### config.mk
export PLATFORM = sky130hd
export DESIGN_NAME = reg_select_sequencer_flat
export DESIGN_NICKNAME = d
export VERILOG_FILES = /design/src/rtl/reg_select_sequencer_if.sv /design/src/rtl/reg_select_sequencer.sv /design/src/flat_wrapper.sv
export SDC_FILE = /design/constraint.sdc
export NUM_CORES = 1
export LEC_CHECK = 0
export CAP_MARGIN = 20
export CORE_MARGIN = 1
export CORE_UTILIZATION = 47
export DETAILED_ROUTE_END_ITERATION = 10
export MAX_ROUTING_LAYER = met4
export PLACE_DENSITY = 0.94
export SYNTH_ARGS = -nofsm -noshare
export SYNTH_HDL_FRONTEND = slang
export SYNTH_SLANG_ARGS = --single-unit
### constraint.sdc
create_clock -name clk -period 7.5 [get_ports clk]
set_clock_uncertainty 0.15 [all_clocks]
set_input_delay 2.25 -clock clk [delete_from_list [all_inputs] [get_ports clk]]
set_output_delay 2.25 -clock clk [all_outputs]
set_load 0.1 [all_outputs]
### src/rtl/reg_select_sequencer_if.sv
// ---------------------------------------------------------------------------
// reg_select_sequencer_if
//   Host-side bundle for the register-select sequencer: the address/strobe
//   inputs coming from the host pins and the select/status outputs going to
//   the CTRL/DATA register bank.
//
//   Parameters
//     ADDR_W  width of the register address
//     NSEL    width of the one-hot select bus (N_CTRL + N_DATA of the sequencer)
//
//   Signals
//     adr_in, adr_load, burst_req, access, enable_output   host -> sequencer
//     sel, sel_valid, addr_err, cur_addr, burst_done       sequencer -> host/bank
//
//   Modports
//     master  the host side (drives the strobes, observes the status)
//     slave   the sequencer itself
// ---------------------------------------------------------------------------
interface reg_select_sequencer_if #(
  parameter int ADDR_W = 4,
  parameter int NSEL   = 11
);

  logic [ADDR_W-1:0] adr_in;
  logic              adr_load;
  logic              burst_req;
  logic              access;
  logic              enable_output;

  logic [NSEL-1:0]   sel;
  logic              sel_valid;
  logic              addr_err;
  logic [ADDR_W-1:0] cur_addr;
  logic              burst_done;

  modport master (
    output adr_in, adr_load, burst_req, access, enable_output,
    input  sel, sel_valid, addr_err, cur_addr, burst_done
  );

  modport slave (
    input  adr_in, adr_load, burst_req, access, enable_output,
    output sel, sel_valid, addr_err, cur_addr, burst_done
  );

endinterface

### src/rtl/reg_select_sequencer.sv
// ---------------------------------------------------------------------------
// reg_select_sequencer
//   Latches a register address from the host and drives a one-hot select into
//   the CTRL/DATA register bank. In burst mode every completed access advances
//   the address through the CTRL window, jumps the hole to the DATA window and
//   stops after the last DATA register with a one-cycle burst_done pulse.
//
//   Address map (index on the select bus):
//     0 .. N_CTRL-1                      -> 0 .. N_CTRL-1
//     DATA_BASE .. DATA_BASE+N_DATA-1    -> N_CTRL .. N_CTRL+N_DATA-1
//     anything else                      -> unmapped (addr_err)
//
//   Ports
//     clk    system clock, rising edge
//     rst_n  asynchronous active-low reset
//     bus    reg_select_sequencer_if.slave:
//              in : adr_in, adr_load, burst_req, access, enable_output
//              out: sel, sel_valid, addr_err, cur_addr, burst_done
//
//   The interface instance must be parameterised with the same ADDR_W and
//   with NSEL = N_CTRL + N_DATA.
// ---------------------------------------------------------------------------
module reg_select_sequencer #(
  parameter int ADDR_W    = 4,
  parameter int N_CTRL    = 3,
  parameter int DATA_BASE = 8,
  parameter int N_DATA    = 8
) (
  input  logic                          clk,
  input  logic                          rst_n,
  reg_select_sequencer_if.slave         bus
);

  localparam int NSEL  = N_CTRL + N_DATA;
  localparam int IDX_W = (NSEL > 1) ? $clog2(NSEL) : 1;

  // Window boundaries in address width so all comparisons stay ADDR_W bits.
  localparam logic [ADDR_W-1:0] CTRL_LAST  = ADDR_W'(N_CTRL - 1);
  localparam logic [ADDR_W-1:0] DATA_FIRST = ADDR_W'(DATA_BASE);
  localparam logic [ADDR_W-1:0] DATA_LAST  = ADDR_W'(DATA_BASE + N_DATA - 1);

  typedef enum logic [1:0] {
    S_IDLE   = 2'd0,
    S_SINGLE = 2'd1,
    S_BURST  = 2'd2
  } state_e;

  state_e            state_q, state_d;
  logic [ADDR_W-1:0] cur_addr_q, cur_addr_d;
  logic              sel_valid_q, sel_valid_d;
  logic              addr_err_q, addr_err_d;
  logic              burst_done_q, burst_done_d;

  logic [IDX_W-1:0]  cur_idx;
  logic [NSEL-1:0]   sel_vec;

  function automatic logic is_mapped(input logic [ADDR_W-1:0] a);
    return (a <= CTRL_LAST) || ((a >= DATA_FIRST) && (a <= DATA_LAST));
  endfunction

  // Only meaningful for mapped addresses; the caller gates with sel_valid.
  function automatic logic [IDX_W-1:0] map_index(input logic [ADDR_W-1:0] a);
    logic [ADDR_W-1:0] offs;
    offs = a - DATA_FIRST;
    if (a <= CTRL_LAST) begin
      return IDX_W'(a);
    end
    return IDX_W'(N_CTRL) + IDX_W'(offs);
  endfunction

  // Next-state logic. A load has priority over an access in the same cycle,
  // so a simultaneous access is simply dropped. sel_valid/addr_err are
  // derived from the next state so that they are registered alongside it.
  always_comb begin
    state_d      = state_q;
    cur_addr_d   = cur_addr_q;
    burst_done_d = 1'b0;

    if (bus.adr_load) begin
      cur_addr_d = bus.adr_in;
      state_d    = bus.burst_req ? S_BURST : S_SINGLE;
    end else if ((state_q == S_BURST) && bus.access) begin
      if (!is_mapped(cur_addr_q)) begin
        // Error abort: leave quietly, no completion pulse.
        state_d = S_IDLE;
      end else if (cur_addr_q == DATA_LAST) begin
        state_d      = S_IDLE;
        burst_done_d = 1'b1;
      end else if (cur_addr_q == CTRL_LAST) begin
        // Skip the unmapped hole between the CTRL and DATA windows.
        cur_addr_d = DATA_FIRST;
      end else begin
        cur_addr_d = cur_addr_q + ADDR_W'(1);
      end
    end

    sel_valid_d = (state_d != S_IDLE) &&  is_mapped(cur_addr_d);
    addr_err_d  = (state_d != S_IDLE) && !is_mapped(cur_addr_d);
  end

  // State and registered status flags, cleared immediately on reset.
  always_ff @(posedge clk or negedge rst_n) begin
    if (!rst_n) begin
      state_q      <= S_IDLE;
      cur_addr_q   <= '0;
      sel_valid_q  <= 1'b0;
      addr_err_q   <= 1'b0;
      burst_done_q <= 1'b0;
    end else begin
      state_q      <= state_d;
      cur_addr_q   <= cur_addr_d;
      sel_valid_q  <= sel_valid_d;
      addr_err_q   <= addr_err_d;
      burst_done_q <= burst_done_d;
    end
  end

  // One-hot decode of the current address; enable_output only masks the
  // bus, it never feeds back into the state.
  always_comb begin
    cur_idx = map_index(cur_addr_q);
    sel_vec = '0;
    if (bus.enable_output && sel_valid_q) begin
      for (int i = 0; i < NSEL; i++) begin
        sel_vec[i] = (cur_idx == IDX_W'(i));
      end
    end
  end

  assign bus.sel        = sel_vec;
  assign bus.sel_valid  = sel_valid_q;
  assign bus.addr_err   = addr_err_q;
  assign bus.cur_addr   = cur_addr_q;
  assign bus.burst_done = burst_done_q;

endmodule
### src/flat_wrapper.sv
// flat-port wrapper written by rule: the top's interface ports become plain ports
module reg_select_sequencer_flat 
#(
  parameter int ADDR_W    = 4,
  parameter int N_CTRL    = 3,
  parameter int DATA_BASE = 8,
  parameter int N_DATA    = 8
)
  (clk, rst_n, bus_adr_in, bus_adr_load, bus_burst_req, bus_access, bus_enable_output, bus_sel, bus_sel_valid, bus_addr_err, bus_cur_addr, bus_burst_done);
  reg_select_sequencer_if #(.ADDR_W(ADDR_W)) bus_i ();
  input  logic clk;
  input  logic rst_n;
  input wire logic [$bits(bus_i.adr_in)-1:0] bus_adr_in;
  input wire logic [$bits(bus_i.adr_load)-1:0] bus_adr_load;
  input wire logic [$bits(bus_i.burst_req)-1:0] bus_burst_req;
  input wire logic [$bits(bus_i.access)-1:0] bus_access;
  input wire logic [$bits(bus_i.enable_output)-1:0] bus_enable_output;
  output wire logic [$bits(bus_i.sel)-1:0] bus_sel;
  output wire logic [$bits(bus_i.sel_valid)-1:0] bus_sel_valid;
  output wire logic [$bits(bus_i.addr_err)-1:0] bus_addr_err;
  output wire logic [$bits(bus_i.cur_addr)-1:0] bus_cur_addr;
  output wire logic [$bits(bus_i.burst_done)-1:0] bus_burst_done;
  assign bus_i.adr_in = bus_adr_in;
  assign bus_i.adr_load = bus_adr_load;
  assign bus_i.burst_req = bus_burst_req;
  assign bus_i.access = bus_access;
  assign bus_i.enable_output = bus_enable_output;
  assign bus_sel = bus_i.sel;
  assign bus_sel_valid = bus_i.sel_valid;
  assign bus_addr_err = bus_i.addr_err;
  assign bus_cur_addr = bus_i.cur_addr;
  assign bus_burst_done = bus_i.burst_done;
  reg_select_sequencer #(.ADDR_W(ADDR_W), .N_CTRL(N_CTRL), .DATA_BASE(DATA_BASE), .N_DATA(N_DATA)) u_core (.clk(clk), .rst_n(rst_n), .bus(bus_i));
endmodule
; ---- Word level (Yosys, flattened, before mapping)
; Cells that the tools add are included.
[word_totals]
regBits = 9
output_inout_bits = 18
[classes]
add_sub_neg = 3
n_lt_le_gt_ge = 6
eq_ne = 13
muxes = 18
reduce_logical = 11
[ops]
columns = op, count
row1 = 4-bit two-way mux, 7
row2 = "4-bit by 3-bit equality test with 1-bit output, second input constant", 4
row3 = "4-bit equality test, second input constant", 4
row4 = "4-bit by 2-bit equality test with 1-bit output, second input constant", 3
row5 = 11-bit two-way mux, 1
row6 = 2-bit two-way mux, 5
row7 = "4-bit >= comparator, second input constant", 2
row8 = "4-bit by 2-bit <= comparator with 1-bit output, second input constant", 2
row9 = "4-bit <= comparator, second input constant", 2
row10 = 1-bit logical AND, 6
row11 = 1-bit two-way mux, 5
row12 = "2-bit by 4-bit adder with 4-bit output, first input constant", 1
row13 = "4-bit by 1-bit adder with 4-bit output, second input constant", 1
row14 = "4-bit by 1-bit equality test with 1-bit output, second input constant", 1
row15 = 4-bit zero test, 1
row16 = "4-bit subtractor, second input constant", 1
row17 = "2-bit equality test, second input constant", 1
row18 = 1-bit logical OR, 2
row19 = 2-bit nonzero test, 1
row20 = 1-bit zero test, 1

; ---- Logic depth before layout (Yosys ltp)
; Gate-level depths: netlist of the first run.
[logic_depth]
depth_word = 11
depth_mapped = 10
mapped_depth_nobuf = 9

; ---- Worst setup path before layout of the first run
; OpenSTA, ideal clock, no wires.
[synth_path]
path_type = input -> output
start = in bus_enable_output
end = out bus_sel[6]
arrival_ps = 3886
required_time_ps = 5100
slack_ps = 1214
stages = 3
path_buffers = 0
cell_sequence = and3_1 -> nand3b_1 -> nor2b_1
[synth_between]
elab_chain_len = 2
[synth_rtl]
columns = item, line
row1 = from (decl), flat_wrapper.sv:17  ; input wire logic [$bits(bus_i.enable_output)-1:0] bus_enable_output;
row2 = 1-bit logical AND, reg_select_sequencer.sv:123  ; if (bus.enable_output && sel_valid_q) begin
row3 = 11-bit two-way mux, reg_select_sequencer.sv:123
row4 = to (decl), flat_wrapper.sv:18  ; output wire logic [$bits(bus_i.sel)-1:0] bus_sel;
; Every way passes these cells.

; ---- Worst setup path after layout of the first run
[layout_path]
start = in bus_enable_output
end = out bus_sel[5]
; Same word-level chain as after synthesis.

==> results of run 1 <==
-- critical path, stage by stage --
cell and delay [ps]:
clkdlybuf4s50_1 470, and3_1 170, nand3b_1 140, nor2_1 170, buf_4 320
-- report_power, final --
part           internal, W  total [W]  switching, W
registers        0.0000533  0.0000625    0.00000912
logic            0.0000328   0.000108     0.0000756
clock network    0.0000204  0.0000359     0.0000155
total             0.000107   0.000207      0.000100
-- cell families after synthesis --
group | synth area share [%]
DFF | 29.0
xor gates and xnor gates | 2.25
buffers and inverters | 5.80
AOI/OAI and AO/OA | 28.0
and+or+nand+nor | 28.5
adders and majority gates | 6.44
-- cell usage in the layout, fill, tap and decap left out, drive strengths merged --
master	n
a311oi	1
xor2	1
clkdlybuf4s50	16
a21oi	4
buf	11
and3	3
a21o	3
nand4	1
or3	2
ha	4
a31oi	3
nor4	2
nor4b	1
nand2b	1
nand3	2
nand2	7
nor2b	3
dfrtp	9
nor3b	1
nor3	2
nor2	12
and2	1
inv	7
o21bai	1
o311ai	2
o21ai	7
nand3b	3
o21a	2
a2111oi	1
a211oi	2
xnor2	1
clkbuf	4
-- stage by stage --
stage | cell area, sq um | util [%]
after floorplan | 777 | -
after global placement | 1020 | 67.0
after detailed placement | 1020 | 67.0
after CTS | 1050 | 68.7
after global routing | 1050 | 68.7
final | 1050 | 68.7
-- per-layer routing --
layer  vias up  global-route usage, %  routed length, um
li1        384                      -                  -
met1       367                   26.8                790
met2        26                   44.8               1080
met4         0                   8.75                  0
met3         0                   1.28                 66
met5         -                      -                  0
-- worst min path at each step --
stage | slack (ps) | to | cells after the start
final | 400 | u_core.state_q[0] | 1
after global routing | 450 | u_core.state_q[0] | 1
after CTS | 400 | u_core.state_q[0] | 1
after detailed placement | 380 | u_core.state_q[0] | 1
after global placement | 370 | u_core.state_q[0] | 1
after floorplan | 350 | u_core.state_q[0] | 1
-- final cells by class --
cell class,instances,area [sq um]
inverter,7,26.3
timing repair buffer,27,243
sequential,9,225
clock buffer,4,26.3
multi-input combinational,73,507
tap,16,20.0
fill,141,477
-- sequential cells by signal, summed over array words and instances (netlist names) --
signal / flops
u_core.bus.cur_addr: 4
u_core.state_q: 2
u_core.bus.sel_valid: 1
u_core.bus.addr_err: 1
u_core.bus.burst_done: 1
==> impl_metrics.tcl, run 1 <==
set metrics [dict create \
    drtAntennaViolNets 0 \
    end_kind "output port" \
    synthTopCellsByArea "dfrtp_1, o311ai_4, ha_1" \
    synth_top_area_cell "dfrtp_1" \
    antenna_cells 0 \
    r2r_end "u_core.bus.addr_err" \
    max_cap_violations 0 \
    dpl_worst_slack_ps 1580 \
    min_path_type "register to register" \
    finalPower_w 0.000207 \
    cts_made_buffers 3 \
    routed_via_density 5.71 \
    root_buffer "clkbuf_4" \
    final_net_count 135 \
    finalWorstSetupSlack_ps 1570 \
    worst_pin_slew_ps 967 \
    period_minus_slack_ps 5930 \
    yosysUniqueCellTypes 36 \
    worstPathRequired_ps 5100 \
    syn_inst 93 \
    clk_latency_ps 250 \
    setup_tns_ps 0 \
    routed_wl_um 1930 \
    cellPowerDensity_nw_per_um2 197 \
    yosysSeqAreaShare_pct 29.0 \
    syn-num-nets 107 \
    outcome "complete, no violations" \
    avgSynthCellArea_sq_um 8.35 \
    maxSlewViolCount 0 \
    yosysMostFrequentCell "nor2_1" \
    endpoint "bus_sel[5]" \
    total_leakage_power_nw 0.459 \
    regToRegSetupSlack_ps 5000 \
    grt_pass1_wl_um 3270 \
    fp.coreArea_sq_um 1520 \
    synth_common_cells "nor2_1, dfrtp_1, nand2_1, inv_1, o21ai_1" \
    place_hpwl_um 1500 \
    firstDrtPassIters 4 \
    ys_warn_count 0 \
    start_util_pct 51.0 \
    antenna_found_initial 0 \
    htree_levels 1 \
    cts_hold_buf 0 \
    whs_ps 395 \
    grt_max_degree 16 \
    rr_startpoint "u_core.bus.cur_addr[0]" \
    area_growth_pct 34.8 \
    cp-start-kind "input port" \
    vdd_drop_max_uv 115 \
    yosys_most_used_dff "dfrtp_1" \
    crit_path_max_fanout 4 \
    hold_viol_final 0 \
    worstSetupPathType "input port to output port" \
    clk_pin_slew_ps 60 \
    worstHoldStart "u_core.state_q[0]" \
    async_flop_share_pct 100 \
    clock.fmax_mhz 169 \
    drc 0 \
    stdcell_count 136 \
    slew_headroom_pct 35.3 \
    worstPathArrival_ps 3530 \
    dieArea_sq_um 1820 \
    grt_pass1_vias 774 \
    drtIter0Drc 11 \
    pin_count 28 \
    place_congestion 0.830 \
    globalRouteOverflowTotal 0 \
    cts_tree "done" \
    io_buffers 27 \
    placed_cells 132 \
    synth_top_cell_area_share_pct 29.0 \
    wl_per_cell_um 14.2 \
    track_usage_pct 24.1 \
    synth_edf_count 0 \
    post_cts_buffers 0 \
    die_y_um 42.7 \
    ys_ff_latch 9 \
    layout-drive-gt1-share_pct 19.2 \
    setup_viol 0 \
    clock-sinks 9 \
    synth_area_sq_um 777 \
    core.rowCount 14 \
    rsz0062_at_grt "false" \
    die_w_um 42.7 \
    min_period_over_period_pct 79.0 \
    dr_total_vias 777 \
    cts_buffer_depth 2 \
    ctsResizeCount 0 \
    rr_worst_depth 8 \
    crit_path_start "bus_enable_output" \
]
(Power assumes the default switching activity.)
==> run 2, diff against run 1 <==
Settings changed: CORE_UTILIZATION 47 to 39, PLACE_DENSITY 0.94 to 0.84.
Clock period 7.5 ns to 5 ns, I/O delays scaled along.
==> run 2 against run 1 <==
Against the previous run: total power up 55%; count of clock-buffer cells in the layout unchanged; combinational power up 60%; core utilization down 1.4 points; highest routed layer unchanged.
==> impl_metrics.tcl, run 2 (synthesized netlist as in run 1, its figures left out) <==
set metrics [dict create \
    place_congestion 0.799 \
    cts_buffer_depth 2 \
    worst_pin_slew_ps 965 \
    setup_viol 0 \
    ctsResizeCount 0 \
    drtAntennaViolNets 0 \
    slew_headroom_pct 35.5 \
    critical-path-top-delay-family "buffers and inverters" \
    comb_power_share_pct 54.1 \
    antenna_cells 0 \
    crit_path_max_fanout 4 \
    hold_viol_final 0 \
    whs_ps 384 \
    pwr-share-seq_pct 29.1 \
    dr_total_vias 760 \
    vdd_drop_max_uv 186 \
    routed_wl_um 1780 \
    maxSlewViolCount 0 \
    worstSetupPathType "input port to output port" \
    antenna_found_initial 0 \
    drc 0 \
    die_w_um 46.6 \
    cts_hold_buf 0 \
    cp_cell_sequence "clkdlybuf4s50_1 > and3_1 > nand3b_1 > nor2_1 > buf_12" \
    area_growth_pct 56.2 \
    final_cell_mix "clkdlybuf4s50_1, buf_12, dfrtp_1" \
    routed_via_density 5.24 \
    fp.coreArea_sq_um 1800 \
    cp-start-kind "input port" \
    layout-drive-gt1-share_pct 25.0 \
    worstPathRequired_ps 3350 \
    rsz0062_at_grt "false" \
    end_kind "output port" \
    dieArea_sq_um 2170 \
    final_common_cell "clkdlybuf4s50_1" \
    start_util_pct 43.1 \
    globalRouteOverflowTotal 0 \
    clock-sinks 9 \
    track_usage_pct 20.2 \
    worstPathArrival_ps 2740 \
    cts_tree "done" \
    grt_pass1_wl_um 3050 \
    final_net_count 135 \
    clock.fmax_mhz 228 \
    cellPowerDensity_nw_per_um2 264 \
    post_cts_buffers 0 \
    cts_made_buffers 3 \
    clkPwrFrac_pct 16.8 \
    slowest_stage "clkdlybuf4s50_1" \
    max_cap_violations 0 \
    place_hpwl_um 1500 \
    min_path_type "register to register" \
    cp_num_buf_inv 2 \
    clk_pin_slew_ps 50 \
    die_y_um 46.6 \
    min_period_over_period_pct 87.8 \
    wl_per_cell_um 12.3 \
    outcome "complete, no violations" \
    grt_max_degree 16 \
    io_buffers 27 \
    finalPower_w 0.000320 \
    total_leakage_power_nw 0.490 \
    internal_power_w 0.000169 \
    swShare_pct 47.3 \
    largest_register_ff_count 4 \
    grt_pass1_vias 715 \
    crit_path_max_incr_delay_ps 470 \
    clk_latency_ps 250 \
    period_minus_slack_ps 4390 \
    drtIter0Drc 1 \
    power_switching_w 0.000151 \
    htree_levels 1 \
    root_buffer "clkbuf_4" \
    core.rowCount 15 \
    pin_count 28 \
    firstDrtPassIters 3 \
]
## run 2: final cells by class
class | instances | area (sq um)
inverter | 7 | 26.3
tap | 25 | 31.3
timing repair buffer | 27 | 380
clock buffer | 4 | 26.3
sequential | 9 | 225
fill | 158 | 588
multi-input combinational | 73 | 524
## run 2: worst paths after layout
kind | start | end | slack, ps | depth (start not counted)
max | bus_enable_output | bus_sel[7] | 610 | 5
min | u_core.state_q[0] | u_core.state_q[0] | 380 | 1
max reg2reg | u_core.bus.cur_addr[0] | u_core.bus.sel_valid | 2540 | 7
min reg2reg | u_core.state_q[0] | u_core.state_q[0] | 380 | 1
max in group asynchronous | rst_n | u_core.bus.cur_addr[1] | 3030 | 1
min in group asynchronous | rst_n | u_core.bus.sel_valid | 1390 | 1
## run 2: power groups by stage
stage                     combinational, W   clock, W  sequential [W]
after detailed placement          0.000174          0       0.0000945
after CTS                         0.000175  0.0000562       0.0000932
after global placement            0.000171          0       0.0000941
after floorplan                  0.0000915          0        0.000129
final                             0.000173  0.0000537       0.0000932
after global routing              0.000185  0.0000589       0.0000952
## run 2: metal layers
layer	vias to the layer above	GRT usage [%]	wire length [um]
met4	0	8.00	0
met1	351	21.9	729
li1	389	-	-
met3	0	1.57	51
met2	20	37.5	998
met5	-	-	0
## run 2: worst reg2reg max path, delay by kind of cell, from the launching register on
kind | cells | cell delay, ps
AO/OA/AOI/OAI | 3 | 740
flip-flops | 1 | 580
buffers and inverters | 1 | 160
adder cells (fa/ha/maj) | 1 | 310
AND/OR/NAND/NOR | 2 | 380
## run 2: metrics by stage
step | cells | setup slack, ps | cell area [sq um] | TNS [ps] | util (%)
floorplan | 93 | -205 | 795 | -791 | -
global placement | 141 | 644 | 1190 | 0 | 65.9
detailed placement | 141 | 611 | 1190 | 0 | 65.9
CTS | 145 | 613 | 1210 | 0 | 67.4
global route | 145 | 522 | 1210 | 0 | 67.4
finish | 145 | 608 | 1210 | 0 | 67.4
==> run 3, diff against run 2 <==
--- a/config.mk
+++ b/config.mk
@@ -8,4 +8,6 @@
 export CAP_MARGIN = 20
+export CELL_PAD_IN_SITES_DETAIL_PLACEMENT = 1
+export CELL_PAD_IN_SITES_GLOBAL_PLACEMENT = 1
 export CORE_MARGIN = 1
-export CORE_UTILIZATION = 39
+export CORE_UTILIZATION = 28
 export DETAILED_ROUTE_END_ITERATION = 10
--- a/constraint.sdc
+++ b/constraint.sdc
@@ -4,2 +4,2 @@
 set_output_delay 1.5 -clock clk [all_outputs]
-set_load 0.1 [all_outputs]
+set_load 0.01 [all_outputs]
==> run 3 against run 2 <==
Against the previous run: sequential power up 1%; sequential cell count unchanged; combinational power down 41%; critical endpoint is now bus_sel[6].
==> impl_metrics.tcl, run 3 (synthesized netlist as in run 1, its figures left out) <==
set metrics [dict create \
    endpoint "bus_sel[6]" \
    cts_hold_buf 0 \
    cellPowerDensity_nw_per_um2 232 \
    setup_tns_ps 0 \
    globalRouteOverflowTotal 0 \
    grt_pass1_wl_um 3550 \
    maxSlewViolCount 0 \
    start_util_pct 30.5 \
    wl_per_cell_um 14.1 \
    grtUsageMet2_pct 32.3 \
    place_hpwl_um 1700 \
    min_period_over_period_pct 94.0 \
    stdcell_count 150 \
    pin_count 28 \
    comb_power_share_pct 40.3 \
    outcome "complete, no violations" \
    min_path_type "register to register" \
    cp_num_buf_inv 2 \
    grt_max_degree 16 \
    clk_latency_ps 270 \
    crit_path_max_incr_delay_ps 550 \
    max_cap_violations 0 \
    path_depth 5 \
    cts_buffer_depth 2 \
    finalWorstSetupSlack_ps 301 \
    grt_use_met1_pct 18.2 \
    cp_cell_sequence "clkdlybuf4s50_1 > and3_1 > nand3b_1 > nor2b_1 > clkdlybuf4s50_1" \
    drc 0 \
    drtIter0Drc 3 \
    clock-sinks 9 \
    internal_power_w 0.000161 \
    root_buffer "clkbuf_4" \
    fp.coreArea_sq_um 2540 \
    worstPathRequired_ps 3350 \
    dieArea_sq_um 2990 \
    grt.met3_usage_pct 0.833 \
    vdd_drop_max_uv 153 \
    routed_wl_um 2120 \
    cts_made_buffers 3 \
    place_congestion 0.743 \
    cts_tree "done" \
    fillers 313 \
    htree_levels 1 \
    drtAntennaViolNets 0 \
    cp-start-kind "input port" \
    swShare_pct 36.4 \
    io_buffers 27 \
    dr_total_vias 787 \
    final_net_count 135 \
    clk_pin_slew_ps 60 \
    hold_depth 1 \
    path_common_cell "clkdlybuf4s50_1" \
    setup_viol 0 \
    largest_register_ff_count 4 \
    routed_via_density 5.25 \
    r2r_end "u_core.bus.addr_err" \
    busiest_layer "met2" \
    rr_startpoint "u_core.bus.cur_addr[0]" \
    post_cts_buffers 0 \
    firstDrtPassIters 2 \
    die_y_um 54.7 \
    clkPwrFrac_pct 22.6 \
    worstPathArrival_ps 3050 \
    period_minus_slack_ps 4700 \
    slew_headroom_pct 56.6 \
    track_usage_pct 17.0 \
    antenna_found_initial 0 \
    rsz0062_at_grt "false" \
    total_leakage_power_nw 0.437 \
    dpl_worst_slack_ps 273 \
    hold_viol_final 0 \
    pwr-share-seq_pct 37.1 \
    worstHoldStart "u_core.state_q[0]" \
    slowest_stage "clkdlybuf4s50_1" \
    ctsResizeCount 0 \
    clock.fmax_mhz 213 \
    core.rowCount 18 \
    grt_pass1_vias 802 \
    crit_path_max_fanout 4 \
    end_kind "output port" \
    layout-drive-gt1-share_pct 10.0 \
    power_switching_w 0.0000923 \
    final_cell_mix "clkdlybuf4s50_1, nor2_1, dfrtp_1" \
    placed_cells 146 \
    ff_latch_area_sq_um 225 \
    critical-path-top-delay-family "buffers and inverters" \
    area_growth_pct 40.6 \
    final_common_cell "clkdlybuf4s50_1" \
    regToRegSetupSlack_ps 2470 \
    worstSetupPathType "input port to output port" \
    rr_worst_depth 7 \
    antenna_cells 0 \
    multiInputGateArea_sq_um 507 \
    worst_pin_slew_ps 649 \
    crit_path_start "bus_enable_output" \
    die_w_um 54.7 \
]
[run 3: worst min-delay path by stage]
stage / endpoint / slack [ps]
5_1_grt: u_core.state_q[0] / 420
3_5_place_dp: u_core.state_q[0] / 390
6_report: u_core.state_q[0] / 390
2_1_floorplan: u_core.state_q[0] / 350
4_1_cts: u_core.state_q[0] / 410
3_3_place_gp: u_core.state_q[0] / 360
[run 3: metal layers]
| layer | routed length, um | vias to the layer above | share of wire (%) |
|---|---|---|---|
| met3 | 77 | 3 | 3.6 |
| met4 | 29 | 0 | 1.4 |
| met1 | 898 | 372 | 42 |
| met2 | 1110 | 25 | 52 |
| li1 | - | 387 | - |
| met5 | 0 | - | 0 |
[run 3: area by class of cell]
cell class / count / share of cell area [%]
Timing Repair Buffer: 27 / 24.7
Multi-Input combinational cell: 73 / 46.4
Clock buffer: 4 / 2.41
Sequential cell: 9 / 20.6
Inverter: 7 / 2.41
Tap cell: 30 / 3.44
[run 3: power by group through the flow]
stage               Combinational (W)  Sequential, W  Clock (W)
floorplan                   0.0000666      0.0000899          0
global placement            0.0000985      0.0000945          0
detailed placement           0.000103      0.0000957          0
CTS                          0.000103      0.0000944  0.0000593
global route                 0.000114      0.0000961  0.0000611
finish                       0.000102      0.0000942  0.0000572
[run 3: worst reg2reg max path, delay by kind of cell, from the launching register on]
family / cells / cell delay (ps)
AO/OA/AOI/OAI: 2 / 660
adder cells (fa/ha/maj): 1 / 340
buffers and inverters: 1 / 180
flip-flops: 1 / 600
AND/OR/NAND/NOR: 3 / 470
[run 3: per-stage QoR]
step | total power (W) | area, sq um | utilization, % | hold WS, ps
detailed placement | 0.000199 | 1070 | 41.9 | 392
CTS | 0.000257 | 1090 | 42.9 | 406
floorplan | 0.000156 | 777 | - | 348
global placement | 0.000193 | 1070 | 41.9 | 361
finish | 0.000254 | 1090 | 42.9 | 391
global route | 0.000272 | 1090 | 42.9 | 420
